`config.mk`:
```
export PLATFORM = sky130hd
export DESIGN_NAME = priority_arbiter4
export DESIGN_NICKNAME = d
export VERILOG_FILES = /design/src/rtl/priority_arbiter4_pkg.sv /design/src/rtl/priority_arbiter4_priority_encoder.sv /design/src/rtl/priority_arbiter4.sv
export SDC_FILE = /design/constraint.sdc
export NUM_CORES = 1
export LEC_CHECK = 0
export CORE_MARGIN = 5
export CORE_UTILIZATION = 56
export CTS_BUF_LIST = sky130_fd_sc_hd__clkbuf_4 sky130_fd_sc_hd__clkbuf_8 sky130_fd_sc_hd__clkbuf_16
export CTS_CLUSTER_SIZE = 25
export DETAILED_ROUTE_END_ITERATION = 12
export PLACE_DENSITY = 0.83
export SKIP_LAST_GASP = 1
export SYNTH_ARGS = -nofsm -noshare
export SYNTH_HDL_FRONTEND = slang
export SYNTH_SLANG_ARGS = --single-unit
```
`constraint.sdc`:
```
create_clock -name clk -period 5.58 [get_ports clk]
set_input_delay 0.837 -clock clk [delete_from_list [all_inputs] [get_ports clk]]
set_output_delay 0.837 -clock clk [all_outputs]
set_load 0.01 [all_outputs]
```
`src/rtl/priority_arbiter4_pkg.sv`:
```
//----------------------------------------------------------------------
// priority_arbiter4_pkg -- shared types for the 4-way arbiter. Rev 1.0
//----------------------------------------------------------------------
`default_nettype none

package priority_arbiter4_pkg;

  localparam int NUM_REQ = 4;

  typedef logic [1:0] idx_t;

  typedef enum logic [0:0] {
    IDLE = 1'b0,
    BUSY = 1'b1
  } state_t;

endpackage

`default_nettype wire

```
`src/rtl/priority_arbiter4_priority_encoder.sv`:
```
//----------------------------------------------------------------------
// priority_encoder -- 4-to-2 encoder, highest set bit wins. Rev 1.0
//----------------------------------------------------------------------
`default_nettype none

module priority_encoder (
  input  logic [3:0] a,
  output logic [1:0] y,
  output logic       valid
);

  always_comb begin
    y     = 2'd0;
    valid = |a;
    if (a[3])      y = 2'd3;
    else if (a[2]) y = 2'd2;
    else if (a[1]) y = 2'd1;
    else           y = 2'd0;
  end

endmodule

`default_nettype wire

```
`src/rtl/priority_arbiter4.sv`:
```
//----------------------------------------------------------------------
// priority_arbiter4 -- fixed/round-robin 4-way arbiter, hold timeout. Rev 1.0
//----------------------------------------------------------------------
`default_nettype none

module priority_arbiter4
  import priority_arbiter4_pkg::*;
#(
  parameter int MAX_HOLD = 15
) (
  input  logic       clk,
  input  logic       reset,
  input  logic [3:0] req,
  input  logic       mode,
  input  logic       done,
  output logic [3:0] grant,
  output logic [1:0] grant_id,
  output logic       busy,
  output logic       timeout
);

  localparam logic [7:0] c_hold_last = 8'(MAX_HOLD - 1);

  state_t     r_state;
  logic [7:0] r_hold_cnt;
  idx_t       r_last_id;

  idx_t       w_shift;
  logic [3:0] w_req_rot;
  idx_t       w_enc_y;
  logic       w_enc_valid;
  idx_t       w_winner;

  // Rotating by last_id puts index last_id-1 at the top of the encoder,
  // so descending priority walks the round-robin order.
  assign w_shift = mode ? r_last_id : 2'd0;

  always_comb begin
    w_req_rot = 4'b0000;
    for (int k = 0; k < NUM_REQ; k++) begin
      w_req_rot[k] = req[2'(k + int'(w_shift))];
    end
  end

  priority_encoder u_enc (
    .y     (w_enc_y),
    .valid (w_enc_valid),
    .a     (w_req_rot)
  );

  assign w_winner = w_enc_y + w_shift;

  always_ff @(posedge clk) begin
    if (reset) begin
      r_state    <= IDLE;
      r_hold_cnt <= 8'd0;
      r_last_id  <= 2'd0;
      grant      <= 4'b0000;
      grant_id   <= 2'd0;
      busy       <= 1'b0;
      timeout    <= 1'b0;
    end else begin
      timeout <= 1'b0;
      case (r_state)
        IDLE: begin
          if (w_enc_valid) begin
            r_state    <= BUSY;
            r_hold_cnt <= 8'd0;
            r_last_id  <= w_winner;
            grant      <= 4'b0001 << w_winner;
            grant_id   <= w_winner;
            busy       <= 1'b1;
          end else begin
            grant <= 4'b0000;
            busy  <= 1'b0;
          end
        end
        BUSY: begin
          if (done) begin
            r_state <= IDLE;
            grant   <= 4'b0000;
            busy    <= 1'b0;
          end else if (r_hold_cnt == c_hold_last) begin
            r_state <= IDLE;
            grant   <= 4'b0000;
            busy    <= 1'b0;
            timeout <= 1'b1;
          end else begin
            r_hold_cnt <= r_hold_cnt + 8'd1;
          end
        end
        default: begin
          r_state <= IDLE;
          grant   <= 4'b0000;
          busy    <= 1'b0;
        end
      endcase
    end
  end

endmodule

`default_nettype wire

```
Yosys cells after proc, flatten, opt, wreduce, memory -nomap -nowiden
Cells that the tools add are included.
Word-level totals
  register bits after elaboration: 17
  bits of input ports: 8
Cells by class
  add/subtract/negate cells: 5
  $lt $le $gt $ge: 4
  eq/ne operators: 5
  shift-type cells: 1
  multiplexer cells: 32
  bitwise gates (word level): 1
  reductions and logical operators: 4
Operators with widths (count)
  $mux 8: 3
  $lt 2x4->1 const B: 4
  $pmux 8 s2: 1
  $mux 1: 15
  $mux 4: 3
  $add 8x1->8 const B: 1
  $bmux 1 s2: 4
  $eq 8x4->1 const B: 1
  $pmux 4 s2: 1
  $mux 2: 3
  $add 2x2->2 const A: 2
  $ne 2x2->1 const B: 2
  $pmux 1 s2: 2
  $reduce_or 4->1: 1
  $shl 1x2->4 const A: 1
  $ne 3x2->1 const B: 1
  $reduce_and 3->1: 1
  $reduce_or 3->1: 1
  $add 1x2->2 const A: 1
  $add 2x2->2: 1
  $ne 2x1->1 const B: 1
  $reduce_and 2->1: 1
  $not 1->1: 1

Logic depth before layout (Yosys ltp)
  depth in word-level cells: 12
  gate-level depth with buffers: 8

Cells and area by module
Synthesis repeated with hierarchy kept, for this count alone.
Second synthesis, totals
  cells, all modules: 106
  area total of the unflattened synthesis: 988.4 um^2
Modules (own cells, without submodules)
  priority_arbiter4: instances 1, cells each 102, area an instance 964.7 um^2, sequential area each 340.3 um^2
  priority_encoder: instances 1, cells each 4, area an instance 23.8 um^2, sequential area each 0.0 um^2

Least setup slack after synthesis
Ideal clock, no wire load.
  kind: input-to-reg
  from: input port mode
  to: register grant[0]
  arrival time: 2220 ps
  data required time: 5454 ps
  slack: 3234 ps
  cell stages on the path: 8
  path buffers: 1
  cell sequence: buf_6 > and4bb_4 > or2_1 > o221ai_2 > and3_4 > ha_1 > xor2_1 > o21ai_0
On the way
  longest elaborated chain between the ends: 12
Ends and longest elaborated chain
  from (decl): RTL line priority_arbiter4.sv:14  | input logic mode,
  $mux 2 *: RTL line priority_arbiter4.sv:36  | assign w_shift = mode ? r_last_id : 2'd0;
  $add 1x2->2: RTL line priority_arbiter4.sv:41  | w_req_rot[k] = req[2'(k + int'(w_shift))];
  $bmux 1 s2: RTL line priority_arbiter4.sv:41
  $mux 1 (implied by the code) (2 in a row): RTL line priority_arbiter4.sv:41
  $mux 1: RTL line priority_arbiter4_priority_encoder.sv:17  | else if (a[1]) y = 2'd1;
  $mux 2: RTL line priority_arbiter4_priority_encoder.sv:16  | else if (a[2]) y = 2'd2;
  $mux 2: RTL line priority_arbiter4_priority_encoder.sv:15  | if (a[3]) y = 2'd3;
  $add 2x2->2: RTL line priority_arbiter4.sv:51  | assign w_winner = w_enc_y + w_shift;
  $shl 1x2->4: RTL line priority_arbiter4.sv:70  | grant <= 4'b0001 << w_winner;
  $mux 4 *: RTL line priority_arbiter4.sv:66  | if (w_enc_valid) begin
  $pmux 4 s2 *: RTL line priority_arbiter4.sv:64  | case (r_state)
  to (signal assigned): RTL line priority_arbiter4.sv:70
  to (decl): RTL line priority_arbiter4.sv:16  | output logic [3:0] grant,
Mark *: on every way between the ends. The rest lies on a longest branch, timed or not. The select of a mux whose other input is x is not followed.
A chain may end at the register's enable or synchronous reset.

Worst setup path in the final report
  from: input port mode
  to: register grant[1]
The elaborated chain is that of the path after synthesis.

==> results.py <==
metrics = {
    "placed_design": {
        "globalplace.congestion": 0.854,
        "io_buffers": 15,
        "placed_area_um2": 1170,
        "hpwl_um": 1470,
    },
    "worst_setup_path": {
        "r2r_start": "r_hold_cnt[0]",
        "cp_cell_sequence": "clkdlybuf4s50_1 > nand2_1 > o22a_1 > o221ai_2 > and3_4 > ha_1 > xor2_1 > o21ai_0",
        "startpoint_type": "input pin",
        "end_kind": "register",
        "cp_slowest_stage_delay_ns": 0.68,
        "worst_path_max_delay_cell": "clkdlybuf4s50_1",
        "critPathKind": "in2reg",
        "regToRegEndpoint": "r_hold_cnt[3]",
        "ff2ff_path_depth": 6,
        "cp_max_fo": 10,
        "cp-endpoint": "grant[1]",
        "worstPathArrival_ns": 2.92,
        "cp.required_ns": 5.76,
        "cp-startpoint": "mode",
        "regToRegSetupSlack_ns": 3.48,
    },
    "routing": {
        "vias": 880,
        "wirelength_um": 1900,
        "viasPerCell": 5.64,
        "dr.pass1.iters": 4,
        "drt_iter0_drc": 23,
        "drc": 0,
        "wl_per_cell_um": 12.2,
        "drtAntennaViolNets": 0,
    },
    "synth": {
        "async_flop_share_pct": 0,
        "synth_top_area_cell": "dfxtp_1",
        "synthMostInstantiatedCell": "dfxtp_1",
        "yosysSeqAreaShare_pct": 32.9,
        "synth_area_per_cell_um2": 8.71,
        "synth_cell_types": 45,
        "synth_edf_count": 0,
        "synth.area.top_cells": "dfxtp_1 (33%), xor2_1 (5.9%), nor3_1 (4.3%)",
        "synthesis.nets": 130,
        "synth_seq_cells": 17,
        "yosys_most_used_dff": "dfxtp_1",
        "synth.top_cell.area_share_pct": 32.9,
        "netlist_area_um2": 1040,
        "ys_warn_count": 0,
        "synth_common_cells": "dfxtp_1 (17), nand2_1 (12), nor2_1 (10)",
        "synth_cells": 119,
    },
    "cells_and_area": {
        "utilization_pct": 68.5,
        "drive_above_1_share_pct": 9.92,
        "area_growth_pct": 15.3,
        "design_area_um2": 1190,
        "final_nets": 143,
        "diodes": 0,
    },
    "pwr": {
        "power_mw": 0.282,
        "p_leak_nw": 0.447,
        "power_density_nw_per_um2": 236,
        "ir_drop_mv": 0.188,
    },
    "timing": {
        "slew-limit-headroom_pct": 35.8,
        "hold_violations": 0,
        "rsz0062_at_grt": "no",
        "tns_ns": 0,
        "finClkSkew_ns": 0.00815,
        "finalSetupViolCount": 0,
        "maxSlewViolCount": 0,
        "post-route-period-util_pct": 49.2,
        "fmax_mhz": 364,
        "worst_pin_slew_ns": 0.959,
        "min_period_ns": 2.74,
    },
    "clock_network": {
        "cts_resized": 0,
        "cts-root-buf": "clkbuf_4",
        "clock-sinks": 17,
        "htreeDepth": 1,
        "cts_setup_buffers": 0,
        "clk_path_buf_depth": 2,
        "cts_hold_buf": 0,
        "cts_buffers": 3,
        "path_clk_slew_ns": 0.10,
        "cts_tree": "yes",
        "clk_latency_ns": 0.29,
    },
    "die": {
        "core_region_area_um2": 1750,
        "chipWidth_um": 53.0,
        "start_util_pct": 59.4,
        "io_pins": 16,
        "die_height_um": 53.0,
        "die-area_um2": 2810,
        "std_cell_rows": 15,
    },
    "outcome": {
        "outcome": "complete, no violations",
    },
    "hold_path": {
        "min_path_type": "reg2reg",
        "min_path_cells": 2,
    },
    "grt": {
        "grt_antenna_before_repair": 0,
        "grt.total_usage_pct": 15.7,
        "overflow": 0,
        "grt_pass1_wl_um": 3380,
        "grt_pass1_vias": 799,
        "grt_max_degree": 17,
    },
    "flow_run": {
        "cap_viol_max_count": 0,
    },
}
-- routing by layer --
layer / GRT usage [%] / wire length (um)
met5: 0 / 0
met4: 2.55 / 0
met3: 5.35 / 104
met2: 26.2 / 850
met1: 19.7 / 942
-- registers in the layout, summed over array words and instances, names as in the netlist --
signal / count
r_hold_cnt: 8
r_last_id: 2
grant: 4
timeout: 1
busy: 1
r_state: 1
-- worst min path at each step --
| stage | from | slack, ns | endpoint |
|---|---|---|---|
| after floorplan | grant[3] | 0.47 | grant[3] |
| after CTS | grant[3] | 0.46 | grant[3] |
| final | grant[3] | 0.45 | grant[3] |
| after detailed placement | grant[0] | 0.44 | grant[0] |
| after global placement | grant[0] | 0.44 | grant[0] |
| after global routing | grant[3] | 0.48 | grant[3] |
-- where the power goes --
part	switching, mW	internal (mW)
sequential	0.0112	0.129
clock	0.0374	0.0266
combinational	0.0374	0.0400
total	0.0859	0.196
-- cells in the final DEF (no fill, tap or decap), types with 2 or more instances in the layout --
cell type,synthesis,layout
nor2_1,10,10
o22ai_1,2,2
clkbuf_4,0,3
nor3_1,9,9
nand3_1,2,2
and2_1,2,2
o21ai_1,2,2
a21o_1,2,2
a21oi_1,4,4
clkdlybuf4s50_1,0,15
nand2b_1,4,4
ha_1,3,3
xor2_1,7,7
nand2_1,12,12
dfxtp_1,17,17
o2111ai_1,2,2
o21ai_0,3,3
and3_1,4,4
inv_1,3,3
-- worst max-delay path: cells and delay by family --
family | cells | cell delay (ns)
AND/OR/NAND/NOR | 2 | 0.45
buffers and inverters | 1 | 0.68
XOR/XNOR | 1 | 0.22
adder cells (fa/ha/maj) | 1 | 0.19
AO/OA/AOI/OAI | 3 | 0.54
-- cell families (layout without fill, tap and decap cells) --
family / count (synthesis) / after routing / share of synthesized area (%)
adder cells (fa/ha/maj): 3 / 3 / 3.62
AO/OA/AOI/OAI: 27 / 27 / 20.7
AND/OR/NAND/NOR: 51 / 51 / 26.7
buffers and inverters: 10 / 22 / 5.92
multiplexers: 3 / 3 / 3.50
flip-flops: 17 / 17 / 32.9
XOR/XNOR: 8 / 8 / 6.76
-- cell type report --
class                   instances  area (um2)
multi-input cells              92         634
fillers                       147         551
clock buffers                   3        22.5
well taps                      25        31.3
inverters                       3        11.3
repair buffers                 15         150
clock inverters                 1        5.00
flip-flops and latches         17         340
-- per-stage QoR --
stage / std cells / worst slack, ns / hold WS [ns]
2_1_floorplan: 119 / 3.23 / 0.470
3_3_place_gp: 152 / 2.63 / 0.440
3_5_place_dp: 152 / 2.53 / 0.444
4_1_cts: 156 / 2.83 / 0.459
5_1_grt: 156 / 2.67 / 0.484
6_report: 156 / 2.84 / 0.453
Power figures use the tool's default switching activity.
